File: config.mk
export PLATFORM = sky130hd
export DESIGN_NAME = risk_mem_ctrl_flat
export DESIGN_NICKNAME = d
export VERILOG_FILES = /design/src/rtl/risk_pkg.sv /design/src/rtl/risk_mem_ctrl_if.sv /design/src/rtl/risk_rsp_track.sv /design/src/rtl/risk_mem_ctrl.sv /design/src/flat_wrapper.sv
export SDC_FILE = /design/constraint.sdc
export NUM_CORES = 1
export LEC_CHECK = 0
export ABC_CLOCK_PERIOD_IN_PS = 5100
export BUFFER_PORTS_ARGS = -buffer_cell sky130_fd_sc_hd__buf_4
export CAP_MARGIN = 15
export CORE_AREA = 2 2 633 635
export DETAILED_ROUTE_END_ITERATION = 6
export DIE_AREA = 0 0 635 637
export PLACE_DENSITY = 0.3
export SYNTH_ARGS = -nofsm -noshare
export SYNTH_HDL_FRONTEND = slang
export SYNTH_SLANG_ARGS = --single-unit
File: constraint.sdc
create_clock -name clk -period 5.1 [get_ports clk]
set_input_delay 0.255 -clock clk [delete_from_list [all_inputs] [get_ports clk]]
set_output_delay 0.255 -clock clk [all_outputs]
set_load 0.01 [all_outputs]
File: src/rtl/risk_pkg.sv
// rtl/risk_pkg.sv - shared sizes, FSM states and tracker entry for the risk_mem controller
package risk_pkg;
    localparam int SZ     = 4;
    localparam int LOGCNT = 5;
    localparam int BITS   = 18;
    localparam int AW     = 10 + LOGCNT;
    localparam int CW     = 8;
    localparam int TILE_W = BITS * SZ * SZ;
    localparam int RD_LAT = 4;
    localparam int WE_DLY = 2;

    typedef enum logic [1:0] {
        ST_IDLE     = 2'd0,
        ST_RD       = 2'd1,
        ST_WR_ISSUE = 2'd2,
        ST_WR_GAP   = 2'd3
    } state_t;

    typedef struct packed {
        logic valid;
        logic id;
        logic last;
    } trk_entry_t;
endpackage

File: src/rtl/risk_mem_ctrl_if.sv
// rtl/risk_mem_ctrl_if.sv - requester, write-data, memory and response signals of risk_mem_ctrl
interface risk_mem_ctrl_if;
    import risk_pkg::*;

    logic [1:0]             req_valid;
    logic [1:0]             req_ready;
    logic [1:0]             req_we;
    logic [1:0][AW-1:0]     req_addr;
    logic [1:0][AW-2:0]     req_stride_x;
    logic [1:0][AW-2:0]     req_stride_y;
    logic [1:0][AW-1:0]     req_step;
    logic [1:0][CW-1:0]     req_count;
    logic [1:0]             wd_valid;
    logic [1:0]             wd_ready;
    logic [1:0][TILE_W-1:0] wd_data;
    logic [AW-1:0]          mem_addr;
    logic [AW-2:0]          mem_stride_x;
    logic [AW-2:0]          mem_stride_y;
    logic [TILE_W-1:0]      mem_dat_w;
    logic                   mem_we;
    logic [TILE_W-1:0]      mem_dat_r;
    logic                   rsp_valid;
    logic                   rsp_id;
    logic                   rsp_last;
    logic [TILE_W-1:0]      rsp_data;
    logic                   busy;

    modport slave (
        input  req_valid, req_we, req_addr, req_stride_x, req_stride_y, req_step, req_count,
        input  wd_valid, wd_data, mem_dat_r,
        output req_ready, wd_ready, mem_addr, mem_stride_x, mem_stride_y, mem_dat_w, mem_we,
        output rsp_valid, rsp_id, rsp_last, rsp_data, busy
    );

    modport master (
        output req_valid, req_we, req_addr, req_stride_x, req_stride_y, req_step, req_count,
        output wd_valid, wd_data, mem_dat_r,
        input  req_ready, wd_ready, mem_addr, mem_stride_x, mem_stride_y, mem_dat_w, mem_we,
        input  rsp_valid, rsp_id, rsp_last, rsp_data, busy
    );
endinterface

File: src/rtl/risk_rsp_track.sv
// rtl/risk_rsp_track.sv - fixed-latency read tracker; tail lines up with returning memory data
module risk_rsp_track
    import risk_pkg::*;
#(
    parameter int DEPTH = RD_LAT
) (
    input  logic       clk,
    input  logic       rst_n,
    input  trk_entry_t push,
    output trk_entry_t tail,
    output logic       empty
);
    trk_entry_t stage [DEPTH];

    always_ff @(posedge clk or negedge rst_n) begin
        if (!rst_n) begin
            for (int i = 0; i < DEPTH; i++) stage[i] <= '0;
        end else begin
            stage[0] <= push;
            for (int i = 1; i < DEPTH; i++) stage[i] <= stage[i-1];
        end
    end

    always_comb begin
        empty = 1'b1;
        for (int i = 0; i < DEPTH; i++) begin
            if (stage[i].valid) empty = 1'b0;
        end
    end

    assign tail = stage[DEPTH-1];
endmodule

File: src/rtl/risk_mem_ctrl.sv
// rtl/risk_mem_ctrl.sv - two-requester round-robin tile burst sequencer in front of risk_mem
module risk_mem_ctrl
    import risk_pkg::*;
(
    input  logic           clk,
    input  logic           resetn,
    risk_mem_ctrl_if.slave bus
);
    localparam int GW = (WE_DLY > 1) ? $clog2(WE_DLY) : 1;

    state_t            state;
    logic [AW-1:0]     cur;
    logic [AW-1:0]     step;
    logic [AW-2:0]     stride_x;
    logic [AW-2:0]     stride_y;
    logic [CW-1:0]     remaining;
    logic              id;
    logic              rr;
    logic [GW-1:0]     gap_cnt;
    logic [AW-1:0]     mem_addr_q;
    logic [AW-2:0]     mem_stride_x_q;
    logic [AW-2:0]     mem_stride_y_q;
    logic [TILE_W-1:0] mem_dat_w_q;
    logic              mem_we_q;
    trk_entry_t        iss;
    trk_entry_t        tail;
    logic              trk_empty;
    logic              rd_idle;
    logic [1:0]        elig;
    logic              grant;
    logic              winner;
    logic              wr_take;

    // iss is the entry issued this cycle; it feeds the tracker so the tail lands at issue + RD_LAT
    assign rd_idle = trk_empty & ~iss.valid;

    // Writes are only eligible once no read is outstanding, so mem_we never collides with read data
    always_comb begin
        elig   = '0;
        grant  = 1'b0;
        winner = rr;
        if (resetn && state == ST_IDLE) begin
            for (int i = 0; i < 2; i++) begin
                elig[i] = bus.req_valid[i] & (~bus.req_we[i] | rd_idle);
            end
            if (elig[rr]) begin
                grant  = 1'b1;
                winner = rr;
            end else if (elig[~rr]) begin
                grant  = 1'b1;
                winner = ~rr;
            end
        end
    end

    assign wr_take       = (state == ST_WR_ISSUE) && bus.wd_valid[id];
    assign bus.req_ready = grant ? (winner ? 2'b10 : 2'b01) : 2'b00;
    assign bus.wd_ready  = wr_take ? (id ? 2'b10 : 2'b01) : 2'b00;

    always_ff @(posedge clk or negedge resetn) begin
        if (!resetn) begin
            state          <= ST_IDLE;
            cur            <= '0;
            step           <= '0;
            stride_x       <= '0;
            stride_y       <= '0;
            remaining      <= '0;
            id             <= 1'b0;
            rr             <= 1'b0;
            gap_cnt        <= '0;
            mem_addr_q     <= '0;
            mem_stride_x_q <= '0;
            mem_stride_y_q <= '0;
            mem_dat_w_q    <= '0;
            mem_we_q       <= 1'b0;
            iss            <= '0;
        end else begin
            iss      <= '0;
            mem_we_q <= 1'b0;
            case (state)
                ST_IDLE: begin
                    if (grant) begin
                        cur       <= bus.req_addr[winner];
                        step      <= bus.req_step[winner];
                        stride_x  <= bus.req_stride_x[winner];
                        stride_y  <= bus.req_stride_y[winner];
                        remaining <= bus.req_count[winner];
                        id        <= winner;
                        rr        <= ~winner;
                        state     <= bus.req_we[winner] ? ST_WR_ISSUE : ST_RD;
                    end
                end
                ST_RD: begin
                    mem_addr_q     <= cur;
                    mem_stride_x_q <= stride_x;
                    mem_stride_y_q <= stride_y;
                    iss.valid      <= 1'b1;
                    iss.id         <= id;
                    iss.last       <= (remaining == '0);
                    cur            <= cur + step;
                    if (remaining == '0) state <= ST_IDLE;
                    else                 remaining <= remaining - CW'(1);
                end
                ST_WR_ISSUE: begin
                    if (wr_take) begin
                        mem_addr_q     <= cur;
                        mem_stride_x_q <= stride_x;
                        mem_stride_y_q <= stride_y;
                        mem_dat_w_q    <= bus.wd_data[id];
                        gap_cnt        <= '0;
                        state          <= ST_WR_GAP;
                    end
                end
                ST_WR_GAP: begin
                    // mem_we is registered here so it shows up WE_DLY cycles after the address
                    if (gap_cnt == GW'(WE_DLY - 1)) begin
                        mem_we_q <= 1'b1;
                        cur      <= cur + step;
                        if (remaining == '0) begin
                            state <= ST_IDLE;
                        end else begin
                            remaining <= remaining - CW'(1);
                            state     <= ST_WR_ISSUE;
                        end
                    end else begin
                        gap_cnt <= gap_cnt + GW'(1);
                    end
                end
                default: state <= ST_IDLE;
            endcase
        end
    end

    risk_rsp_track #(.DEPTH(RD_LAT)) u_track (
        .clk   (clk),
        .rst_n (resetn),
        .push  (iss),
        .tail  (tail),
        .empty (trk_empty)
    );

    assign bus.mem_addr     = mem_addr_q;
    assign bus.mem_stride_x = mem_stride_x_q;
    assign bus.mem_stride_y = mem_stride_y_q;
    assign bus.mem_dat_w    = mem_dat_w_q;
    assign bus.mem_we       = mem_we_q;
    assign bus.rsp_valid    = tail.valid;
    assign bus.rsp_id       = tail.id;
    assign bus.rsp_last     = tail.last;
    assign bus.rsp_data     = bus.mem_dat_r;
    assign bus.busy         = (state != ST_IDLE) | ~rd_idle;
endmodule
File: src/flat_wrapper.sv
// flat-port wrapper written by rule: the top's interface ports become plain ports
module risk_mem_ctrl_flat import risk_pkg::*;
  (clk, resetn, bus_req_valid, bus_req_we, bus_req_addr, bus_req_stride_x, bus_req_stride_y, bus_req_step, bus_req_count, bus_wd_valid, bus_wd_data, bus_mem_dat_r, bus_req_ready, bus_wd_ready, bus_mem_addr, bus_mem_stride_x, bus_mem_stride_y, bus_mem_dat_w, bus_mem_we, bus_rsp_valid, bus_rsp_id, bus_rsp_last, bus_rsp_data, bus_busy);
  risk_mem_ctrl_if bus_i ();
  input  logic clk;
  input  logic resetn;
  input wire logic [$bits(bus_i.req_valid)-1:0] bus_req_valid;
  input wire logic [$bits(bus_i.req_we)-1:0] bus_req_we;
  input wire logic [$bits(bus_i.req_addr)-1:0] bus_req_addr;
  input wire logic [$bits(bus_i.req_stride_x)-1:0] bus_req_stride_x;
  input wire logic [$bits(bus_i.req_stride_y)-1:0] bus_req_stride_y;
  input wire logic [$bits(bus_i.req_step)-1:0] bus_req_step;
  input wire logic [$bits(bus_i.req_count)-1:0] bus_req_count;
  input wire logic [$bits(bus_i.wd_valid)-1:0] bus_wd_valid;
  input wire logic [$bits(bus_i.wd_data)-1:0] bus_wd_data;
  input wire logic [$bits(bus_i.mem_dat_r)-1:0] bus_mem_dat_r;
  output wire logic [$bits(bus_i.req_ready)-1:0] bus_req_ready;
  output wire logic [$bits(bus_i.wd_ready)-1:0] bus_wd_ready;
  output wire logic [$bits(bus_i.mem_addr)-1:0] bus_mem_addr;
  output wire logic [$bits(bus_i.mem_stride_x)-1:0] bus_mem_stride_x;
  output wire logic [$bits(bus_i.mem_stride_y)-1:0] bus_mem_stride_y;
  output wire logic [$bits(bus_i.mem_dat_w)-1:0] bus_mem_dat_w;
  output wire logic [$bits(bus_i.mem_we)-1:0] bus_mem_we;
  output wire logic [$bits(bus_i.rsp_valid)-1:0] bus_rsp_valid;
  output wire logic [$bits(bus_i.rsp_id)-1:0] bus_rsp_id;
  output wire logic [$bits(bus_i.rsp_last)-1:0] bus_rsp_last;
  output wire logic [$bits(bus_i.rsp_data)-1:0] bus_rsp_data;
  output wire logic [$bits(bus_i.busy)-1:0] bus_busy;
  assign bus_i.req_valid = bus_req_valid;
  assign bus_i.req_we = bus_req_we;
  assign bus_i.req_addr = bus_req_addr;
  assign bus_i.req_stride_x = bus_req_stride_x;
  assign bus_i.req_stride_y = bus_req_stride_y;
  assign bus_i.req_step = bus_req_step;
  assign bus_i.req_count = bus_req_count;
  assign bus_i.wd_valid = bus_wd_valid;
  assign bus_i.wd_data = bus_wd_data;
  assign bus_i.mem_dat_r = bus_mem_dat_r;
  assign bus_req_ready = bus_i.req_ready;
  assign bus_wd_ready = bus_i.wd_ready;
  assign bus_mem_addr = bus_i.mem_addr;
  assign bus_mem_stride_x = bus_i.mem_stride_x;
  assign bus_mem_stride_y = bus_i.mem_stride_y;
  assign bus_mem_dat_w = bus_i.mem_dat_w;
  assign bus_mem_we = bus_i.mem_we;
  assign bus_rsp_valid = bus_i.rsp_valid;
  assign bus_rsp_id = bus_i.rsp_id;
  assign bus_rsp_last = bus_i.rsp_last;
  assign bus_rsp_data = bus_i.rsp_data;
  assign bus_busy = bus_i.busy;
  risk_mem_ctrl u_core (.clk(clk), .resetn(resetn), .bus(bus_i));
endmodule
==> impl_metrics.ini <==
[status]
status = finished, violations left
violations = DRC

[floorplanning]
row_count = 232
die_area_sq_um = 404000
pin_count = 1632
dieWidth_um = 635
core_sq_um = 398000
start_util = 0.0502
die_y_um = 637

[place]
hpwl_um = 209000
placed_area_sq_um = 32200
gp_congestion = 0.954
portBuffers = 1055
pre_cts_ws_ns = 1.95

[route]
dr.max_layer_used = met5
first_iter_violations = 3061
drc_errors = 125
ant_nets = 0
vias_per_cell = 2.67
wl_per_cell_um = 28.3
wl_met2_um = 125000
wirelength_um = 244000
firstDrtPassIters = 7
routed-via-count = 23010
met1_length_um = 70900
dr_wl_met3_um = 30800

[pwr]
p_leak_nw = 18.6
power_density_nw_per_um2 = 571
peakVddDrop_v = 0.000303
fin_total_pwr_mw = 23.8

[grt]
grt_overflow = 0
antenna_found_initial = 169
grt_max_degree = 141
grt_pass1_wl_um = 295000
grt_pass1_vias = 22994
globalRouteTotalUtil = 0.115

[synthesis]
synthFlopType = dfrtp_1
synth_area_sq_um = 20000
ys_ff_latch = 418
syn_inst = 1814
ys_seq_area_frac = 0.523
syn-num-nets = 2834
yosys_warnings = 0
synth.distinct_cells = 48
synth_edf_count = 0
async_reset_ff_frac = 1.00
avgSynthCellArea_sq_um = 11.0

[cts]
clk_transition_reported_paths_ns = 0.06
post_cts_resized = 0
numCtsBuffers = 70
cts_htree_levels = 3
cts_sinks = 418
cts_tree = yes
clock_latency_ns = 0.75
post_cts_buffers = 0
clock-root-buffer = clkbuf_16
clock_path_buffers = 4

[setup_path]
reg2reg_from = u_core.state[0]
worst_setup_path_end_kind = output port
path_max_fanout = 47
required_ns = 4.85
cp_slowest_stage_delay_ns = 0.74
cp.arrival_ns = 3.86
r2r_slack_ns = 1.49
path_class = primary input to output port
startpoint = resetn
cpLargestDelayFamily = buffers and inverters
critPathSlowestCell = a32o_4
crit_chain = dlygate4sd3_1, dlygate4sd3_1, buf_8, nor3b_2, nor2b_1, a311o_1, a32o_4, buf_4, and2_1, buf_4
start_kind = primary input
crit_buf_inv = 5

[run]
cap_violations = 0

[timing]
tns_ns = 0
fin_crit_ns = 4.11
rsz0062_at_grt = no
setup_ws_ns = 0.985
relSlewSlack = 0.269
timing.hold.ws_ns = 0.147
final_max_slew_viol_count = 0
finalSetupViolations = 0
worst_slew_pin_slew_ns = 1.10
min_period_over_period = 0.807
final.setup_skew_ns = 0.0440
fmax_mhz = 243
timing_hold_violations_final = 0

[finish]
fin_area_sq_um = 41700
final_common_cell = buf_4
syn2layout_area_growth_pct = 109
nNetsFinal = 4290
layout-drive-gt1-share = 0.363
layout_common_cells = buf_4 (1078), dlygate4sd3_1 (711), dfrtp_1 (418)

[worst_hold_path]
hold_start = bus_wd_valid[0]
min_path_type = primary input to register
==> synth_stat cells, types with 2 or more instances <==
master       n  area, sq um
dfrtp_1    418        10500
mux2i_1     64          641
nand3_1     12         60.1
clkbuf_1   104          390
a31oi_1      3         18.8
a222oi_1   289         2890
buf_6        3         33.8
nor3b_1      3         22.5
and3_1       2         12.5
a221o_1      2         20.0
buf_2        7         35.0
inv_1      296         1110
buf_4      293         2200
o22ai_1      2         12.5
o21ai_1     45          225
nor2b_1      5         31.3
a21o_1       6         45.0
mux2_1      47          529
a221oi_1     7         61.3
o211ai_1     5         37.5
xnor2_1      7         61.3
nor2_1      25         93.8
buf_1        8         30.0
nand2b_1    10         62.6
and2_1       4         25.0
nand4_1      3         18.8
xor2_1       5         43.8
nor3_1       2         10.0
nand2_1     61          229
o2bb2ai_1    5         43.8
o21ai_0     13         65.1
ha_1        15          188
a21oi_1     28          140
==> logic make-up after synthesis <==
| family | synth area share |
|---|---|
| buf+inv | 0.190 |
| flops | 0.523 |
| compound gates | 0.182 |
| simple gates | 0.0300 |
| mux | 0.0585 |
| fa+ha+maj | 0.0104 |
| xor+xnor | 0.00526 |
==> timing repair <==
item,in CTS,in global routing
endpoints found under the setup margin,0,0
hold endpoints to repair,397,0
hold buffers,711,0
==> through the flow <==
| stage | std cells | util |
|---|---|---|
| 2_1_floorplan | 1814 | - |
| 3_3_place_gp | 7752 | 0.0810 |
| 3_5_place_dp | 7752 | 0.0810 |
| 4_1_cts | 8576 | 0.105 |
| 5_1_grt | 8605 | 0.105 |
| 6_report | 8615 | 0.105 |
==> area by class of cell <==
cell class / count / area, sq um
diodes: 39 / 97.6
clock inverters: 24 / 325
fillers: 45908 / 356000
multi-input cells: 684 / 5770
clock buffers: 89 / 1940
flip-flops and latches: 418 / 10500
inverters: 297 / 1110
repair buffers: 1799 / 15400
well taps: 5265 / 6590
==> worst reg2reg max path: stages (launching register included) <==
cell and delay, ns:
dfrtp_1 0.51, buf_4 0.35, nand2b_1 0.32, nand2b_4 0.61, buf_12 0.44, a222oi_1 0.60, dlygate4sd3_1 0.64, inv_1 0.05
==> power breakdown <==
group | switching [mW] | total, mW | internal [mW]
clock | 2.01 | 5.05 | 3.04
combinational | 6.26 | 12.4 | 6.19
sequential | 1.36 | 6.30 | 4.94
total | 9.63 | 23.8 | 14.2
==> flip-flops by register name (all words and copies together) (netlist names) <==
signal                   count
u_core.bus.mem_addr         15
u_core.bus.mem_dat_w       288
u_core.bus.mem_stride_x     14
u_core.bus.mem_stride_y     14
u_core.bus.mem_we            1
u_core.cur                  15
u_core.gap_cnt               1
u_core.id                    1
u_core.iss                   3
u_core.remaining             8
u_core.rr                    1
u_core.state                 2
u_core.step                 15
u_core.stride_x             14
u_core.stride_y             14
u_core.u_track.stage         9
u_core.u_track.tail          3
==> path summary, 6_finish.rpt <==
kind	endpoint	cells past startpoint
min reg2reg	u_core.u_track.stage[10]	0
max	bus_req_ready[1]	10
max reg2reg	u_core.bus.mem_dat_w[92]	7
min in group asynchronous	u_core.bus.mem_dat_w[193]	3
min	u_core.state[0]	5
max in group asynchronous	u_core.bus.mem_dat_w[16]	5
==> layer usage <==
layer | vias up | global-route usage
met5 | - | 0.00437
met4 | 92 | 0.0624
met3 | 644 | 0.0631
met2 | 1581 | 0.210
met1 | 11390 | 0.100
li1 | 9303 | -
(Power assumes the default switching activity.)
